## src/rtl/clk_div_mon_pkg.sv

```systemverilog
// clk_div_mon_pkg
// Shared definitions for the divided-clock ratio monitor:
//   - mon_state_t : monitor FSM states (IDLE, WAIT_RISE, MEASURE)
//   - CNT_W_DEF / TIMEOUT_DEF : default counter width and stuck timeout
//   - abs_diff : unsigned absolute difference used by the duty check
package clk_div_mon_pkg;

    localparam int CNT_W_DEF   = 8;
    localparam int TIMEOUT_DEF = 512;

    typedef enum logic [1:0] {
        IDLE      = 2'd0,
        WAIT_RISE = 2'd1,
        MEASURE   = 2'd2
    } mon_state_t;

    // Operands are zero-extended to 16 bits by the caller.
    function automatic logic [15:0] abs_diff(input logic [15:0] a, input logic [15:0] b);
        return (a > b) ? (a - b) : (b - a);
    endfunction

endpackage

```

## src/rtl/clk_div_ratio_monitor_edge.sv

```systemverilog
// clk_edge_det
// Samples the divided clock and produces a one-cycle rise strobe.
// Optional macro CLK_DIV_MON_SYNC_EN inserts a 2-flop synchronizer in front
// of the sample so the input may be asynchronous to clk.
// Ports:
//   clk  : reference clock
//   rst  : synchronous active-high reset (all flops to 0)
//   d    : divided clock input
//   s    : sampled (optionally synchronized) divided clock level
//   rise : s & ~previous s
module clk_edge_det (
    input  logic clk,
    input  logic rst,
    input  logic d,
    output logic s,
    output logic rise
);

`ifdef CLK_DIV_MON_SYNC_EN
    logic [1:0] sync;

    always_ff @(posedge clk) begin
        if (rst) sync <= 2'b00;
        else     sync <= {sync[0], d};
    end

    assign s = sync[1];
`else
    assign s = d;
`endif

    // Previous sample is registered in every state so an edge right after
    // enable is judged against real history, not a reset value.
    logic p;

    always_ff @(posedge clk) begin
        if (rst) p <= 1'b0;
        else     p <= s;
    end

    assign rise = s & ~p;

endmodule

```

## src/rtl/clk_div_ratio_monitor.sv

```systemverilog
// clk_div_ratio_monitor
// Measures a divided clock in reference-clock cycles once per divided period
// and flags ratio mismatch, duty imbalance and a stuck clock.
// Optional macro CLK_DIV_MON_SYNC_EN (in clk_edge_det) adds a 2-flop input
// synchronizer, delaying edge detection and o_valid by 2 cycles.
// Ports:
//   I_ref_clk   : reference clock, the only clock
//   I_rst       : synchronous active-high reset
//   I_en        : monitor enable
//   I_div_clk   : divided clock under test
//   I_exp_ratio : expected divide ratio (sampled in the rise cycle)
//   o_period    : last measured period (high + low)
//   o_high      : last measured high time
//   o_low       : last measured low time
//   o_valid     : one-cycle pulse when a measurement is loaded
//   o_ratio_err : period != expected ratio (qualified by o_valid)
//   o_duty_err  : |high - low| > 1 (qualified by o_valid)
//   o_stuck     : no rising edge within TIMEOUT cycles
module clk_div_ratio_monitor
    import clk_div_mon_pkg::*;
#(
    parameter int CNT_W   = CNT_W_DEF,
    parameter int TIMEOUT = TIMEOUT_DEF
) (
    input  logic             I_ref_clk,
    input  logic             I_rst,
    input  logic             I_en,
    input  logic             I_div_clk,
    input  logic [CNT_W-1:0] I_exp_ratio,
    output logic [CNT_W:0]   o_period,
    output logic [CNT_W-1:0] o_high,
    output logic [CNT_W-1:0] o_low,
    output logic             o_valid,
    output logic             o_ratio_err,
    output logic             o_duty_err,
    output logic             o_stuck
);

    localparam int IDLE_W = $clog2(TIMEOUT + 1);
    localparam logic [CNT_W-1:0]  CNT_MAX = '1;
    localparam logic [IDLE_W-1:0] IDLE_LAST = IDLE_W'(TIMEOUT - 1);

    mon_state_t        state;
    logic [CNT_W-1:0]  hi_cnt, lo_cnt;
    logic [IDLE_W-1:0] idle_cnt;
    logic              s, rise;

    clk_edge_det u_edge (
        .clk  (I_ref_clk),
        .rst  (I_rst),
        .d    (I_div_clk),
        .s    (s),
        .rise (rise)
    );

    logic [CNT_W:0] period_next;
    logic           ratio_bad, duty_bad;

    assign period_next = {1'b0, hi_cnt} + {1'b0, lo_cnt};
    // Ratios 0/1 mean pass-through, which cannot be seen at ref rate.
    assign ratio_bad   = (I_exp_ratio > CNT_W'(1)) && (period_next != {1'b0, I_exp_ratio});
    assign duty_bad    = abs_diff(16'(hi_cnt), 16'(lo_cnt)) > 16'd1;

    always_ff @(posedge I_ref_clk) begin
        if (I_rst) begin
            state       <= IDLE;
            hi_cnt      <= '0;
            lo_cnt      <= '0;
            idle_cnt    <= '0;
            o_period    <= '0;
            o_high      <= '0;
            o_low       <= '0;
            o_valid     <= 1'b0;
            o_ratio_err <= 1'b0;
            o_duty_err  <= 1'b0;
            o_stuck     <= 1'b0;
        end else begin
            o_valid <= 1'b0;
            if (!I_en) begin
                // Disable wins over a coincident rise; outputs keep last values.
                state    <= IDLE;
                hi_cnt   <= '0;
                lo_cnt   <= '0;
                idle_cnt <= '0;
                o_stuck  <= 1'b0;
            end else begin
                case (state)
                    IDLE: begin
                        hi_cnt   <= '0;
                        lo_cnt   <= '0;
                        idle_cnt <= '0;
                        state    <= WAIT_RISE;
                    end
                    WAIT_RISE: begin
                        if (rise) begin
                            // Period before this edge is incomplete: arm only.
                            hi_cnt   <= CNT_W'(1);
                            lo_cnt   <= '0;
                            idle_cnt <= '0;
                            o_stuck  <= 1'b0;
                            state    <= MEASURE;
                        end else if (!o_stuck) begin
                            if (idle_cnt == IDLE_LAST) o_stuck <= 1'b1;
                            else                       idle_cnt <= idle_cnt + IDLE_W'(1);
                        end
                    end
                    MEASURE: begin
                        if (rise) begin
                            o_period    <= period_next;
                            o_high      <= hi_cnt;
                            o_low       <= lo_cnt;
                            o_ratio_err <= ratio_bad;
                            o_duty_err  <= duty_bad;
                            o_valid     <= 1'b1;
                            hi_cnt      <= CNT_W'(1);
                            lo_cnt      <= '0;
                            idle_cnt    <= '0;
                        end else if (idle_cnt == IDLE_LAST) begin
                            o_stuck  <= 1'b1;
                            hi_cnt   <= '0;
                            lo_cnt   <= '0;
                            state    <= WAIT_RISE;
                        end else begin
                            idle_cnt <= idle_cnt + IDLE_W'(1);
                            if (s) begin
                                if (hi_cnt != CNT_MAX) hi_cnt <= hi_cnt + CNT_W'(1);
                            end else begin
                                if (lo_cnt != CNT_MAX) lo_cnt <= lo_cnt + CNT_W'(1);
                            end
                        end
                    end
                    default: state <= IDLE;
                endcase
            end
        end
    end

endmodule

```

## config.mk

```make
export PLATFORM = sky130hd
export DESIGN_NAME = clk_div_ratio_monitor
export DESIGN_NICKNAME = d
export VERILOG_FILES = /design/src/rtl/clk_div_mon_pkg.sv /design/src/rtl/clk_div_ratio_monitor_edge.sv /design/src/rtl/clk_div_ratio_monitor.sv
export SDC_FILE = /design/constraint.sdc
export NUM_CORES = 1
export LEC_CHECK = 0
export ABC_AREA = 1
export CORE_MARGIN = 2
export CORE_UTILIZATION = 45
export DETAILED_ROUTE_END_ITERATION = 8
export PLACE_DENSITY = 0.66
export SETUP_SLACK_MARGIN = 0.5
export SLEW_MARGIN = 10
export SYNTH_ARGS = -nofsm -noshare
export SYNTH_HDL_FRONTEND = slang
export SYNTH_SLANG_ARGS = --single-unit
```

## constraint.sdc

```tcl
create_clock -name I_ref_clk -period 3.7 [get_ports I_ref_clk]
set_input_delay 0.555 -clock I_ref_clk [delete_from_list [all_inputs] [get_ports I_ref_clk]]
set_output_delay 0.555 -clock I_ref_clk [all_outputs]
set_load 0.005 [all_outputs]
```

**Yosys cells after proc, flatten, opt, wreduce, memory -nomap -nowiden**

Cells that the tools add are included.

- Multiplexer cells: 29
- $add $sub $neg: 6
- Div/mod/pow operators: 0
- $lt $le $gt $ge: 3
- Bitwise logic cells: 4
- Reduce and logical (&&, ||, !) cells: 12
- Shift-type cells: 0
- Equality and inequality tests: 14
- $mul: 0

Operators with widths:

| operator | count |
|---|---|
| two-way mux 8 bit | 10 |
| one-hot mux 8 bit (3 select lines) | 2 |
| two-way mux 10 bit | 4 |
| one-hot mux 10 bit (3 select lines) | 1 |
| subtractor 8 x 8 -> 9 bit | 2 |
| adder 8 x 1 -> 8 bit, second input constant | 2 |
| > comparator 16 x 1 -> 1 bit, second input constant | 1 |
| two-way mux 16 bit | 1 |
| != test 4 bit, second input constant | 4 |
| != test 8 bit, second input constant | 2 |
| adder 10 x 1 -> 10 bit, second input constant | 1 |
| == test 10 x 9 -> 1 bit, second input constant | 1 |
| adder 8 x 8 -> 9 bit | 1 |
| != test 9 x 8 -> 1 bit | 1 |
| AND reduction 3 bit | 3 |
| > comparator 8 x 1 -> 1 bit, second input constant | 1 |
| > comparator 8 bit | 1 |
| AND reduction 4 bit | 2 |
| two-way mux 1 bit | 6 |
| two-way mux 2 bit | 3 |
| != test 2 bit, second input constant | 3 |
| one-hot mux 2 bit (3 select lines) | 1 |
| != test 3 bit, second input constant | 1 |
| NOT 1 bit | 3 |
| 11 further kinds | 11 |

- Bits in latches: 0
- Memory bits (read-only): 0
- Logic and storage cells: 80
- Bits in writable memories: 0
- Register bits: 58
- Memories kept: 0

**Logic depth before layout (Yosys ltp)**

- Depth in word-level cells: 6
- Mapped depth: 18
- Depth with buffers taken out: 17

**Cells and area by module**

From an unflattened synthesis, not the netlist that was laid out.

- Cells, all modules: 590
- Area total of the unflattened synthesis: 3,977.6 um^2

By module, submodules not included:

| module | seq. area each (um^2) | instances | area each (um^2) | cells each |
|---|---|---|---|---|
| clk_div_ratio_monitor | 1,141.1 | 1 | 3,938.8 | 585 |
| clk_edge_det | 20.0 | 1 | 38.8 | 5 |

**Worst setup path before layout**

OpenSTA, ideal clock, no wires.

- Path type: flip-flop to flip-flop
- Start point: reg hi_cnt[1]
- End point: reg o_duty_err
- Cell stages (with the launch flop): 13
- Path slack: 1,767 ps
- Setup time: 70 ps
- Arrival: 1,863 ps
- Period minus slack after synthesis: 1,933 ps
- Path through: dfxtp_1 > inv_1 > fa_1 > inv_1 > nor2_1 > nor2_1 > nor2_1 > nor2_1 > xor2_1 > nor2_1 > nand3_1 > nand3_1 > a21oi_1

- Word-level cells in the longest chain between the ends: 3
- Elaborated cells on any way between the ends: 5

RTL lines:

| item | line | RTL |
|---|---|---|
| start, declared | clk_div_ratio_monitor.sv:44 | `logic [CNT_W-1:0] hi_cnt, lo_cnt;` |
| start signal, assigned | clk_div_ratio_monitor.sv:126 | `if (hi_cnt != CNT_MAX) hi_cnt <= hi_cnt + CNT_W'(1);` |
| subtractor 8 x 8 -> 9 bit / > comparator 8 bit (equally long branches) | clk_div_mon_pkg.sv:19 | `return (a > b) ? (a - b) : (b - a);` |
| two-way mux 16 bit (*) | clk_div_mon_pkg.sv:19 |  |
| > comparator 16 x 1 -> 1 bit (*) | clk_div_ratio_monitor.sv:62 | `assign duty_bad = abs_diff(16'(hi_cnt), 16'(lo_cnt)) > 16'd1;` |
| end signal, assigned | clk_div_ratio_monitor.sv:113 | `o_duty_err <= duty_bad;` |
| end, declared | clk_div_ratio_monitor.sv:35 | `output logic o_duty_err,` |

Every way passes the cells marked *; elsewhere a longest branch is shown, timed or not.
A chain may end at the register's enable or synchronous reset.

**Worst setup path after layout**

Ends and elaborated chain as after synthesis.

==> summary.md <==
| Metric | Value |
|---|---|
| Status | `complete, no violations` |
| Max-Cap Viols | `0` |
| Post-CTS sizing | `0` |
| CTS tree | `yes` |
| Clock Latency Late Sink | `~0.34 ns` |
| Number of global-route vias before repair | `3354` |
| Cell Pwr Density | `between 300 and 400 nW/µm²` |
| Flops & latches, synth | `58` |
| Crit path launch type | `flop` |
| Worst Path Required | `slightly below 4 ns` |
| Slowest cell on crit path | `dfxtp_1` |
| CP Max Fanout | `7` |
| RSZ-0062 raised after global routing | `false` |
| DP HPWL | `7.70 mm` |
| Count of warnings emitted by yosys | `0` |
| Die height | `96.3 µm` |
| Die span in x | `96.3 µm` |
| Max-Slew Margin vs Limit | `0.580` |
| Share of flip-flops with an asynchronous set or reset | `0` |
| CORE AREA | `approximately 8300 µm²` |
| H-tree levels | `3` |
| Slowest Stage Delay on Critical Path | `0.53 ns` |
| Port buffer count | `40` |
| Worst Path Arrival | `2.70 ns` |
| CP cell instances | `inv_1 > ha_1 > nand2_1 > o21ai_0 > nand2_1 > nand3_1 > nand2_1 > a21oi_1 > nand3_1 > nand3_1 > a21oi_1` |
| Worst min path class | `flop to flop` |
| First-pass GRT wire length | `16.1 mm` |
| Initial antenna violation count | `0` |
| Fmax | `406 MHz` |
| Post-route DRC | `0` |
| Worst Setup SP | `hi_cnt[1]` |
| Area grow syn2layout | `18.9%` |
| Synthesized area | `3830 µm²` |
| Syn Nets | `between 600 and 700` |
| Layout cell share with drive strength beyond 1 | `0.0879` |
| Maximum VDD drop | `roughly 0.17 mV` |
| Layout Skew | `0.00721 ns` |
| Final Instance Count excl. Fillers | `roughly 710` |
| Crit Path Category | `flop to flop` |
| Cell leakage power | `2.14 nW` |
| Total track usage | `0.228` |
| Routed via count | `~3700` |
| Congestion Overflow GR | `0` |
| Iter 0 DRT Violations | `approximately 170` |
| Final slew viol count | `0` |
| Post-synth top flop | `dfxtp_1` |
| Sequential fraction of the synthesis area | `0.303` |
| Worst-Margin Slew | `0.629 ns` |
| # rows | `33` |
| Critical Path End | `o_duty_err` |
| Syn_area_per_cell | `6.90 µm²` |
| # hold bufs at CTS | `0` |
| Wire length per cell | `13.9 µm` |
| Initial Utilization | `0.464` |
| Min Tclk post-route | `2.46 ns` |
| Critical Path End Type | `flop` |
| CTS Sinks | `58` |
| Layout fillers | `833` |
| Drt via density | `5.18` |
| N_diodes | `0` |
| Drt pass-1 iters | `4` |
| I/O pins | `41` |
| Setup violators final | `0` |
| Setup_tns | `0 ns` |
| R2R depth | `11` |
| DRT Wirelength | `9.82 mm` |
| Final ANT Viol Nets | `0` |
| Final Hold Fails | `0` |
| Clock buffer count from CTS | `9` |
| Setup Fix Bufs, Post-CTS | `0` |
| Netlist cell types | `45` |
| Inst Count DP | `692` |
| Final period utilization | `0.666` |
| FF-to-FF End | `o_duty_err` |
| HP Start | `o_duty_err` |
| Die Area | `a little over 9000 µm²` |
| Post-Syn Instances | `556` |
| R2r setup slk | `1.24 ns` |
| Reg-to-Reg Start | `hi_cnt[1]` |
| Largest net degree at the start of global routing | `26` |
| Root Driver | `clkbuf_8` |
| Clock Tree Buf Depth | `2` |
| Post-synth EDFFs | `0` |
| Clk slew on worst S/H paths | `0.07 ns` |
| Routability cong. | `about 0.9` |
| Fin nets | `644` |
synthesized netlist by cell type (all sizes together) (2+ instances only):
master	n	share of area
o21ai	48	0.064
fa	3	0.016
o211ai	3	0.0059
nand2	114	0.12
inv	92	0.091
nor3b	2	0.0052
nand3b	2	0.0072
a211oi	5	0.011
nor2	51	0.055
nor3	8	0.015
a21oi	62	0.081
nand4	4	0.0065
xor2	8	0.018
and3	3	0.0049
ha	31	0.10
buf	11	0.015
a21o	2	0.0039
nand3	40	0.060
dfxtp	58	0.30
where the power goes:
group | total [mW] | switching (mW) | internal [mW]
registers | 0.641 | 0.00869 | 0.632
logic | 0.163 | 0.0975 | 0.0655
clock network | 0.693 | 0.277 | 0.417
cells in the final DEF, fill, tap and decap left out, drive strengths merged, types with 2 or more instances in the layout:
master,count
nand4,4
ha,31
clkbuf,12
o211ai,3
dfxtp,58
xor2,8
a21o,2
fa,3
nor3b,2
nor3,8
a211oi,5
nand2,114
o21ai,48
nand3,40
clkdlybuf4s50,40
buf,3
nand3b,2
nor2,51
inv,92
and3,3
a21oi,62
clkinv,2
bufinv,2
kinds of logic after synthesis:
group                    after synthesis  synth area share
AND/OR/NAND/NOR                      225             0.274
buffers and inverters                104             0.107
XOR/XNOR                               9            0.0206
flip-flops                            58             0.303
adder cells (fa/ha/maj)               34             0.117
AO/OA/AOI/OAI                        126             0.179
layer usage:
layer,part of all wire,track usage
met1,0.47,0.296
met2,0.48,0.384
met3,0.034,0.0399
met4,0.018,0.0739
met5,0,0
worst min path at each step:
stage | endpoint | slack (ns) | cells past startpoint
after floorplan | idle_cnt[0] | 0.45 | 1
after global routing | o_duty_err | 0.49 | 2
final | o_duty_err | 0.47 | 2
after CTS | o_ratio_err | 0.47 | 2
after global placement | o_duty_err | 0.45 | 2
after detailed placement | o_ratio_err | 0.46 | 2
per-stage QoR:
stage	utilization	setup slack, ns	power, mW	cell area [µm²]	hold WS (ns)
final	0.552	1.24	1.50	4560	0.470
after global routing	0.552	1.03	1.56	4560	0.485
after CTS	0.552	1.28	1.51	4560	0.469
after detailed placement	0.524	1.13	0.816	4330	0.457
after floorplan	-	1.77	0.764	3830	0.447
after global placement	0.524	1.20	0.816	4330	0.454
layout make-up:
cell class                 instances  area [µm²]  area share
inverter                          92         348      0.0763
multi-input combinational        394        2260       0.497
clock inverter                     4        73.8      0.0162
clock buffer                      12         155      0.0340
timing repair buffer              43         423      0.0928
sequential                        58        1160       0.255
tap                              105         131      0.0288
state kept, by name, indices dropped and copies added (netlist names):
signal / cells
o_low: 8
lo_cnt: 8
o_duty_err: 1
idle_cnt: 10
o_high: 8
hi_cnt: 8
o_period: 9
state: 2
o_ratio_err: 1
u_edge.p: 1
o_valid: 1
o_stuck: 1
critical path, delay by kind of cell (launching register included):
family	cells	cell delay, ns
AO/OA/AOI/OAI	3	0.70
adder cells (fa/ha/maj)	1	0.37
buffers and inverters	1	0.20
flip-flops	1	0.53
AND/OR/NAND/NOR	6	0.56
(Power assumes the default switching activity.)
